==> config.mk <==
export PLATFORM = sky130hd
export DESIGN_NAME = fifo_uart_tx
export DESIGN_NICKNAME = d
export VERILOG_FILES = /design/src/rtl/fifo_uart_tx.sv
export SDC_FILE = /design/constraint.sdc
export NUM_CORES = 1
export LEC_CHECK = 0
export CAP_MARGIN = 20
export CORE_MARGIN = 2
export CORE_UTILIZATION = 55
export CTS_CLUSTER_SIZE = 24
export DETAILED_ROUTE_END_ITERATION = 10
export PLACE_DENSITY = 0.84
export SYNTH_ARGS = -nofsm -noshare
export SYNTH_HDL_FRONTEND = slang
export SYNTH_SLANG_ARGS = --single-unit
==> constraint.sdc <==
create_clock -name clk_i -period 2 [get_ports clk_i]
set_input_delay 0.3 -clock clk_i [delete_from_list [all_inputs] [get_ports clk_i]]
set_output_delay 0.3 -clock clk_i [all_outputs]
set_load 0.01 [all_outputs]
==> src/rtl/fifo_uart_tx.sv <==
// UART transmitter that pops words from a synchronous fifo and sends them as
// start bit, DATA_WIDTH data bits LSB first, then STOP_BITS stop bits.
module fifo_uart_tx #(
    parameter int unsigned DATA_WIDTH     = 8,
    parameter int unsigned CLOCKS_PER_BIT = 868,
    parameter int unsigned STOP_BITS      = 1
) (
    input  logic                  clk_i,
    input  logic                  reset_i,
    output logic                  read_enable_o,
    input  logic [DATA_WIDTH-1:0] read_data_i,
    input  logic                  read_valid_i,
    input  logic                  fifo_empty_i,
    output logic                  tx_o,
    output logic                  busy_o,
    output logic                  frame_done_o
);

    localparam int unsigned BAUD_W = $clog2(CLOCKS_PER_BIT);
    localparam int unsigned BIT_W  = $clog2(DATA_WIDTH) + 1;

    localparam logic [BAUD_W-1:0] BAUD_LAST = BAUD_W'(CLOCKS_PER_BIT - 1);
    localparam logic [BIT_W-1:0]  DATA_LAST = BIT_W'(DATA_WIDTH - 1);
    localparam logic [BIT_W-1:0]  STOP_LAST = BIT_W'(STOP_BITS - 1);

    localparam logic [2:0] S_IDLE  = 3'd0;
    localparam logic [2:0] S_FETCH = 3'd1;
    localparam logic [2:0] S_START = 3'd2;
    localparam logic [2:0] S_DATA  = 3'd3;
    localparam logic [2:0] S_STOP  = 3'd4;

    logic [2:0]            r_state;
    logic [BAUD_W-1:0]     r_baud;
    logic [BIT_W-1:0]      r_bit;
    logic [DATA_WIDTH-1:0] r_shift;
    logic                  r_tx;

    logic                  w_baud_last;
    logic [DATA_WIDTH-1:0] w_shift_next;

    assign w_baud_last  = (r_baud == BAUD_LAST);
    assign w_shift_next = r_shift >> 1;

    assign read_enable_o = (r_state == S_IDLE) && !fifo_empty_i && !reset_i;
    assign busy_o        = (r_state != S_IDLE);
    assign frame_done_o  = (r_state == S_STOP) && w_baud_last && (r_bit == STOP_LAST);
    assign tx_o          = r_tx;

    // r_tx is loaded with the level of the state being entered, so the line
    // changes in the same cycle the new state becomes current.
    always_ff @(posedge clk_i) begin
        if (reset_i) begin
            r_state <= S_IDLE;
            r_baud  <= '0;
            r_bit   <= '0;
            r_shift <= '0;
            r_tx    <= 1'b1;
        end else begin
            case (r_state)
                S_IDLE: begin
                    r_tx <= 1'b1;
                    if (!fifo_empty_i) begin
                        r_state <= S_FETCH;
                    end
                end
                S_FETCH: begin
                    r_baud <= '0;
                    r_bit  <= '0;
                    if (read_valid_i) begin
                        r_shift <= read_data_i;
                        r_tx    <= 1'b0;
                        r_state <= S_START;
                    end else begin
                        r_state <= S_IDLE;
                    end
                end
                S_START: begin
                    if (w_baud_last) begin
                        r_baud  <= '0;
                        r_bit   <= '0;
                        r_tx    <= r_shift[0];
                        r_state <= S_DATA;
                    end else begin
                        r_baud <= r_baud + BAUD_W'(1);
                    end
                end
                S_DATA: begin
                    if (w_baud_last) begin
                        r_baud <= '0;
                        if (r_bit == DATA_LAST) begin
                            r_bit   <= '0;
                            r_tx    <= 1'b1;
                            r_state <= S_STOP;
                        end else begin
                            r_bit   <= r_bit + BIT_W'(1);
                            r_shift <= w_shift_next;
                            r_tx    <= w_shift_next[0];
                        end
                    end else begin
                        r_baud <= r_baud + BAUD_W'(1);
                    end
                end
                S_STOP: begin
                    r_tx <= 1'b1;
                    if (w_baud_last) begin
                        r_baud <= '0;
                        if (r_bit == STOP_LAST) begin
                            r_bit   <= '0;
                            r_state <= S_IDLE;
                        end else begin
                            r_bit <= r_bit + BIT_W'(1);
                        end
                    end else begin
                        r_baud <= r_baud + BAUD_W'(1);
                    end
                end
                default: begin
                    r_state <= S_IDLE;
                    r_tx    <= 1'b1;
                end
            endcase
        end
    end

endmodule

==> flow_summary.yaml <==
timing:
  finalCritPeriodShare_pct: 97.8
  final.min_clock_period_ns: 1.96
  setup-violations-final: 0
  maxSlewViolCount: 0
  tightestPinTransition_ns: 0.544
  finalHoldViolCount: 0
  worst_clock_skew_ns: 0.00785
  slew_headroom_pct: 63.7
  grt_setup_unrepaired: "false"
  clock.fmax_mhz: 511
  finalSetupTns_ns: 0
synthesis:
  synthAdderAreaFrac_pct: 2.33
  ys.flop_type: "dfxtp_1"
  async_flop_share_pct: 0
  synth_edf_count: 0
  syn_inst: 211
  yosys-top-cells-area: "dfxtp_1 32%, nand2_1 6.8%, nand3_1 4.7%"
  ys_seq_area_share_pct: 32.3
  post-synth-top-count-cell: "nand2_1"
  avgSynthCellArea_sq_um: 7.64
  ys_seq_elements: 26
  synth_nets: 226
  yosysWarnings: 0
  synth_cell_types: 50
  netlist_top_cells_count: "29 x nand2_1, 26 x dfxtp_1, 16 x inv_1"
  yosys.area_share.xor_xnor_pct: 0
  synth_largest_area_cell: "dfxtp_1"
  synth_top_family_by_area: "simple AND/OR/NAND/NOR gates"
  synth-compound-area-share_pct: 26.0
  yosys.area_share.simple_pct: 29.0
  synth_area_sq_um: 1610
  synth_top_area_share_pct: 32.3
  synth_mux_area_share_pct: 2.48
power:
  p_leak_uw: 0.000668
  swShare_pct: 28.9
  power_density_nw_per_um2: 537
  netSwitchingPower_uw: 287
  power_frac_clock_pct: 22.5
  p_comb_share_pct: 20.3
  internal_power_uw: 705
  vdd_drop_max_mv: 0.409
  seqPwrFrac_pct: 57.2
setup_path:
  critPathLaunchType: "register"
  critPathKind: "register to register"
  cp.buffers_inverters: 1
  critPathSlowestCell: "or3_1"
  ff2ff_path_depth: 6
  max_stage_delay_ns: 0.47
  cp_top_family: "simple AND/OR/NAND/NOR gates"
  critical_path_arrival_ns: 2.17
  cp-end-kind: "register"
  rrSetupSlack_ns: 0.04
  worstPathRequired_ns: 2.21
  critPathMaxFanout: 8
  worstSetupStartpoint: "r_baud[0]"
  r2r_start: "r_baud[0]"
  r2r-end: "r_bit[2]"
  path_cells: "ha_2 > nand4bb_1 > buf_4 > or3_1 > a221oi_1 > o22ai_1"
cells_and_area:
  drive_gt1_share_pct: 12.0
  fin_area_sq_um: 1850
  final_cells: 256
  nets: 242
  area_growth_syn_to_layout_pct: 14.8
  num-fill-cells: 236
  n_antenna_cell: 0
global_routing:
  grt_usage_pct: 24.5
  antenna_found_initial: 0
  overflow: 0
  grt_start_max_net_pins: 25
  grt_pass1_wl_um: 6530
  first_global_vias: 1492
hold_path:
  worstHoldEndpoint: "r_shift[7]"
  worstHoldPathCells: 2
  hold_path_class: "register to register"
  min-delay-start: "r_shift[7]"
clock_network:
  cts.sinks: 26
  clk_pin_slew_ns: 0.14
  numCtsBuffers: 3
  ctsHoldBuffers: 0
  clockBufferDepth: 2
  cts_root_buf: "clkbuf_4"
  h-tree-depth: 1
  tritoncts: "built"
  insertion_delay_ns: 0.32
placed_design:
  place_inst: 252
  port_buffers: 15
  place_area_sq_um: 1800
  place.gp.congestion: 0.855
  hpwl_um: 2680
route:
  vias: 1641
  vias_per_cell: 6.41
  drt_iter0_drc: 81
  wl_um: 3830
  wl_per_cell_um: 15.0
  firstDrtPassIters: 4
  ant_nets: 0
  drcViolationCount: 0
floorplanning:
  die_area_sq_um: 3380
  start_util_pct: 57.9
  chipHeight_um: 58.1
  num_rows: 19
  die_w_um: 58.1
  ios: 16
  core_area_sq_um: 2780
outcome:
  status: "finished, final reports clean"
run:
  cap_violations: 0
-- logic make-up after synthesis --
kind of cell,after synthesis
AO/OA/AOI/OAI,61
adder cells (fa/ha/maj),3
multiplexers,4
buffers and inverters,31
AND/OR/NAND/NOR,86
flip-flops,26
-- registers in the layout, indices dropped and copies added, names as in the netlist --
register,flops
r_baud,10
r_shift,8
r_bit,4
r_state,3
tx_o,1
-- final cells by class --
| cell class | count | area [sq um] | area share (%) |
|---|---|---|---|
| multi-input combinational | 154 | 980 | 53.0 |
| sequential | 26 | 526 | 28.4 |
| timing repair buffer | 25 | 219 | 11.8 |
| inverter | 17 | 63.8 | 3.45 |
| tap | 31 | 38.8 | 2.10 |
| clock buffer | 3 | 22.5 | 1.22 |
-- layer usage --
metal	global-route usage, %	up-vias	share of wire [%]
met4	12.3	0	1.5
met3	2.68	7	4.4
li1	-	815	-
met2	40.3	60	50
met1	31.8	759	44
met5	0	-	0
-- worst max-delay path by stage --
stage | cells past startpoint | to | slack [ns]
floorplan | 5 | frame_done_o | 0.33
global placement | 5 | read_enable_o | 0.10
detailed placement | 5 | read_enable_o | 0.03
CTS | 5 | frame_done_o | 0.003
global route | 6 | r_shift[7] | 0.01
finish | 6 | r_bit[2] | 0.04
-- metrics by stage --
stage	total power (uW)	util (%)	worst slack, ns	hold WS [ns]
2_1_floorplan	700	-	0.329	0.445
3_3_place_gp	764	64.9	0.103	0.463
3_5_place_dp	773	64.9	0.0256	0.476
4_1_cts	1000	66.3	0.00318	0.495
5_1_grt	1040	66.5	0.0121	0.512
6_report	993	66.5	0.0430	0.498
-- layout by cell type (no fill, tap or decap), types with 5 or more instances in the layout --
master and count:
nand2_1 29, dfxtp_1 22, inv_1 16, nand3_1 15, clkdlybuf4s50_1 13, o21ai_0 12, buf_4 10, o22ai_1 9
nor2_1 9, a31oi_1 7, o21a_1 5, nor3_1 5
-- worst min-delay path, cell delays in order (launching register included) --
cell and delay (ns):
dfxtp_1 0.34, o311ai_1 0.06, o41ai_1 0.07
-- power by group through the flow --
stage	registers [uW]	clock network, uW	logic [uW]
after floorplan	565	0	134
after CTS	567	238	197
after global placement	575	0	189
after detailed placement	576	0	197
after global routing	572	251	222
final	568	224	201
-- repair_timing --
action / 4_1_cts / 5_1_grt
setup buffers: 1 / 0
pin swaps: 1 / 1
endpoints found under the setup margin: 3 / 2
hold endpoints to repair: 0 / 0
gates resized for setup: 8 / 4
(Power assumes the default switching activity.)
==> RTL edit 1, RTL diff (config.mk and constraints unchanged) <==
`CLOCKS_PER_BIT`: 868 -> 217.
--- a/src/rtl/fifo_uart_tx.sv
+++ b/src/rtl/fifo_uart_tx.sv
@@ -3,5 +3,5 @@
 module fifo_uart_tx #(
     parameter int unsigned DATA_WIDTH     = 8,
-    parameter int unsigned CLOCKS_PER_BIT = 868,
+    parameter int unsigned CLOCKS_PER_BIT = 217,
     parameter int unsigned STOP_BITS      = 1
 ) (
Behaviour: same outputs for any inputs over 10 cycles, from zero or initial values and one cycle with reset_i high; that may be too few to reach the edited logic, so the function may still have changed.
==> RTL edit 1 against the unedited design <==
Final area fell by 9.1%; sequential cell count is 2 lower; area after synthesis is 12% lower; sequential power shrank 7.2%; clock power is 18% higher; wire length shrank 13%; total power shrank 0.18%; worst setup slack improved by 100 ps.
==> RTL edit 1: results (changes against the unedited design) <==
status complete, no violations (unchanged); Worst VDD drop 0.7147 mV (was 0.4090 mV); relative slew slack 0.7082 (was 0.6371); top cells by area, synth dfxtp_1 34%, a211oi_1 8.5%, mux2i_1 4.9% (was dfxtp_1 32%, nand2_1 6.8%, nand3_1 4.7%); Critical Path AT 2100 ps (was 2170 ps); Reg2Reg Setup Slack 140 ps (was 40 ps); first-pass GRT wire length 5409 um (was 6534 um); CP delay by family, top compound AO/OA/AOI/OAI gates (was simple AND/OR/NAND/NOR gates); Syn Nets 175 (was 226); inverters 9 (was 17); area of the multi-input gates 869.6 um^2 (was 979.7 um^2); final-layout clock buffer total 4 (was 3); detailed placer's ending HPWL 2331 um (was 2676 um); Max Fanout on Critical Path 18 (was 8); Max Freq 0.5390 GHz (was 0.5110 GHz); worst hold margin 499.7 ps (was 498.0 ps); number of global-route vias before repair 1238 (was 1492); Cells on Worst Hold Path 1 (was 2); fillcell total 200 (was 236); Seq cells 24 (was 26); Final Skew 1.045 ps (was 7.855 ps); layout cell share with drive strength beyond 1 0.1685 (was 0.1200); post-route insts no fill 208 (was 256); CP max stage delay 400 ps (was 470 ps); P_int 0.7055 mW (was 0.7053 mW); non-clk buf share 0.1295 (was 0.1184); total track usage 0.2472 (was 0.2450); Leakage 0.6650 nW (was 0.6676 nW); GPL Wtd Cong 0.7696 (was 0.8545); routed len/inst 16.12 um (was 14.97 um); fraction of area in multi-input gates 0.5171 (was 0.5298)
-- RTL edit 1: cell types whose count changed after synthesis, moves of 4 or more --
cell,change
a211oi_1,+16
a31oi_1,-7
clkbuf_1,-4
inv_1,-7
nand2_1,-24
nand3_1,-10
nor3b_1,-4
nor4_1,-4
o21a_1,-5
o22ai_1,-8
-- RTL edit 1: routing by layer --
layer	GRT usage	up-vias	share of wire	wire (um)
met1	0.2926	634	0.43	1436
met3	0.04372	6	0.044	147
li1	-	650	-	-
met2	0.4425	38	0.51	1719
met4	0.08333	0	0.014	48
met5	0	-	0	0
-- RTL edit 1: what timing repair did --
item,4_1_cts,5_1_grt
pin swaps,1,0
setup endpoints to repair,2,4
buffers inserted,1,0
resized for setup,5,8
-- RTL edit 1: logic make-up after synthesis --
kind of cell,after synthesis,share of synthesized area
multiplexers,7,0.04938
adder cells (fa/ha/maj),4,0.03527
AO/OA/AOI/OAI,55,0.2954
AND/OR/NAND/NOR,51,0.2240
buffers and inverters,18,0.05731
flip-flops,24,0.3386
==> RTL edit 2, RTL diff (same settings) <==
Without the edit above. Reset style: asynchronous (`reset_i`), changed in one clocked block.
--- a/src/rtl/fifo_uart_tx.sv
+++ b/src/rtl/fifo_uart_tx.sv
@@ -49,5 +49,5 @@
     // r_tx is loaded with the level of the state being entered, so the line
     // changes in the same cycle the new state becomes current.
-    always_ff @(posedge clk_i) begin
+    always_ff @(posedge clk_i or posedge reset_i) begin
         if (reset_i) begin
             r_state <= S_IDLE;
Function: differs if reset_i is asserted again (counterexample within 4 cycles, from zero or initial values and one cycle with reset_i high); with reset_i held inactive, the same outputs for 10 cycles.
==> RTL edit 2 against the unedited design <==
Worst setup slack got worse by 50 ps; worst hold slack got worse by 150 ps; critical path depth decreased by 2; first-iteration DRC count shrank 22%; area after synthesis increased by 1.7%; wire length rose by 5.8%; sequential cell count did not move; final area increased by 9.1%; the run now ends with design-rule violations, negative setup slack left; via count fell by 9.9%; critical endpoint is now frame_done_o.
Power is not compared: it rests on default switching activity, and its combinational part moved more than twofold at a synthesized area within 25%.
==> RTL edit 2: results (changes against the unedited design) <==
reg2reg start r_baud[0]$_DFFE_PP0P_ (was r_baud[0]$_SDFFE_PP0P_); total track usage 0.2585 (was 0.2450); Unique masters post-synth 51 (was 50); layout cell share with drive strength beyond 1 0.2427 (was 0.1200); Inst Count DP 230 (was 252); Synth Area in XOR/XNOR 0.01069 (was 0); CP max stage delay 410 ps (was 470 ps); Commonest cells post-synth 25 x dfrtp_1, 25 x nand2_1, 10 x inv_1, 10 x o21ai_0 (was 29 x nand2_1, 26 x dfxtp_1, 16 x inv_1); largest net degree at the start of global routing 27 (was 25); post-route insts no fill 237 (was 256); crit path to frame_done_o (was r_bit[2]$_SDFFE_PP0P_); R2R Path End r_baud[7]$_DFFE_PP0P_ (was r_bit[2]$_SDFFE_PP0P_); Max Fanout on Critical Path 2 (was 8); top cells by area, synth dfrtp_1 38%, nand2_1 5.7%, mux2_2 4.8% (was dfxtp_1 32%, nand2_1 6.8%, nand3_1 4.7%); failing checks design-rule violations, negative setup slack; DRC 3 (was 0); setup ws final -6.471 ps (was 43.03 ps); Final Skew 3.146 ps (was 7.855 ps); drt first-iter violations 63 (was 81); worst slack at placement -90.52 ps (was 25.59 ps); Syn Nets 186 (was 226); nets@finish 222 (was 242); relative slew slack 0.6664 (was 0.6371); min-delay worst type input pin to async pin (was register to register); GPL Wtd Cong 0.8701 (was 0.8545); crit path launch r_baud[3]$_DFFE_PP0P_ (was r_baud[0]$_SDFFE_PP0P_); endpoints failing setup 1 (was 0); routing usage on met3 0.03297 (was 0.02679); Seq/Total Area, Yosys 0.3977 (was 0.3230); first-pass GRT wire length 6734 um (was 6534 um); Syn Area/Cell 9.585 um^2 (was 7.638 um^2); Pre-Repair DR Iteration Count 7 (was 4); Final Routed Wirelength 4055 um (was 3832 um); complex-gate fraction of the synthesized area 0.1939 (was 0.2601); Critical Path AT 1710 ps (was 2170 ps); status complete, but fails checks (was complete, no violations); Reg2Reg Setup Slack 70 ps (was 40 ps); post-synthesis adder-cell area fraction 0.02290 (was 0.02329); via count 1479 (was 1641)
==> RTL edit 2: metrics by stage <==
stage | area, um^2 | power (mW)
global placement | 1936 | 0.5735
detailed placement | 1936 | 0.5741
finish | 2017 | 0.8324
CTS | 2012 | 0.8432
global route | 2017 | 0.8675
floorplan | 1639 | 0.5469
==> RTL edit 2: layout make-up <==
cell class / count / area (um^2)
fillers: 197 / 788.3
inverters: 10 / 37.54
clock buffers: 4 / 36.28
multi-input cells: 129 / 944.7
flip-flops and latches: 26 / 651.9
repair buffers: 37 / 307.8
well taps: 31 / 38.79
==> RTL edit 2: power by group <==
group,switching (mW),internal (mW)
Sequential,0.000257,0.527
Combinational,0.0155,0.0212
Clock,0.157,0.111
Total,0.173,0.659
==> RTL edit 2: per-layer routing <==
| metal | part of all wire | routed length (um) |
|---|---|---|
| met5 | 0 | 0 |
| met4 | 0.026 | 104 |
| met3 | 0.055 | 223 |
| met2 | 0.50 | 2038 |
| met1 | 0.42 | 1689 |
==> RTL edit 2: worst min path at each step <==
stage                        endpoint  cells after the start
6_report        r_baud[6]$_DFFE_PP0P_                      3
5_1_grt         r_baud[5]$_DFFE_PP0P_                      3
4_1_cts         r_baud[5]$_DFFE_PP0P_                      3
3_5_place_dp   r_shift[4]$_DFFE_PP0P_                      1
3_3_place_gp   r_shift[7]$_DFFE_PP0P_                      2
2_1_floorplan   r_baud[0]$_DFFE_PP0P_                      1
==> RTL edit 2: timing repair <==
action / CTS / global route
pin swaps: 2 / 2
hold endpoints to repair: 0 / 0
gates resized for setup: 16 / 4
buffers inserted: 2 / 1
endpoints found under the setup margin: 3 / 16
==> RTL edit 2: worst min-delay path, stage by stage <==
cell	delay (ps)
clkdlybuf4s50_1	430
inv_1	60
buf_4	310
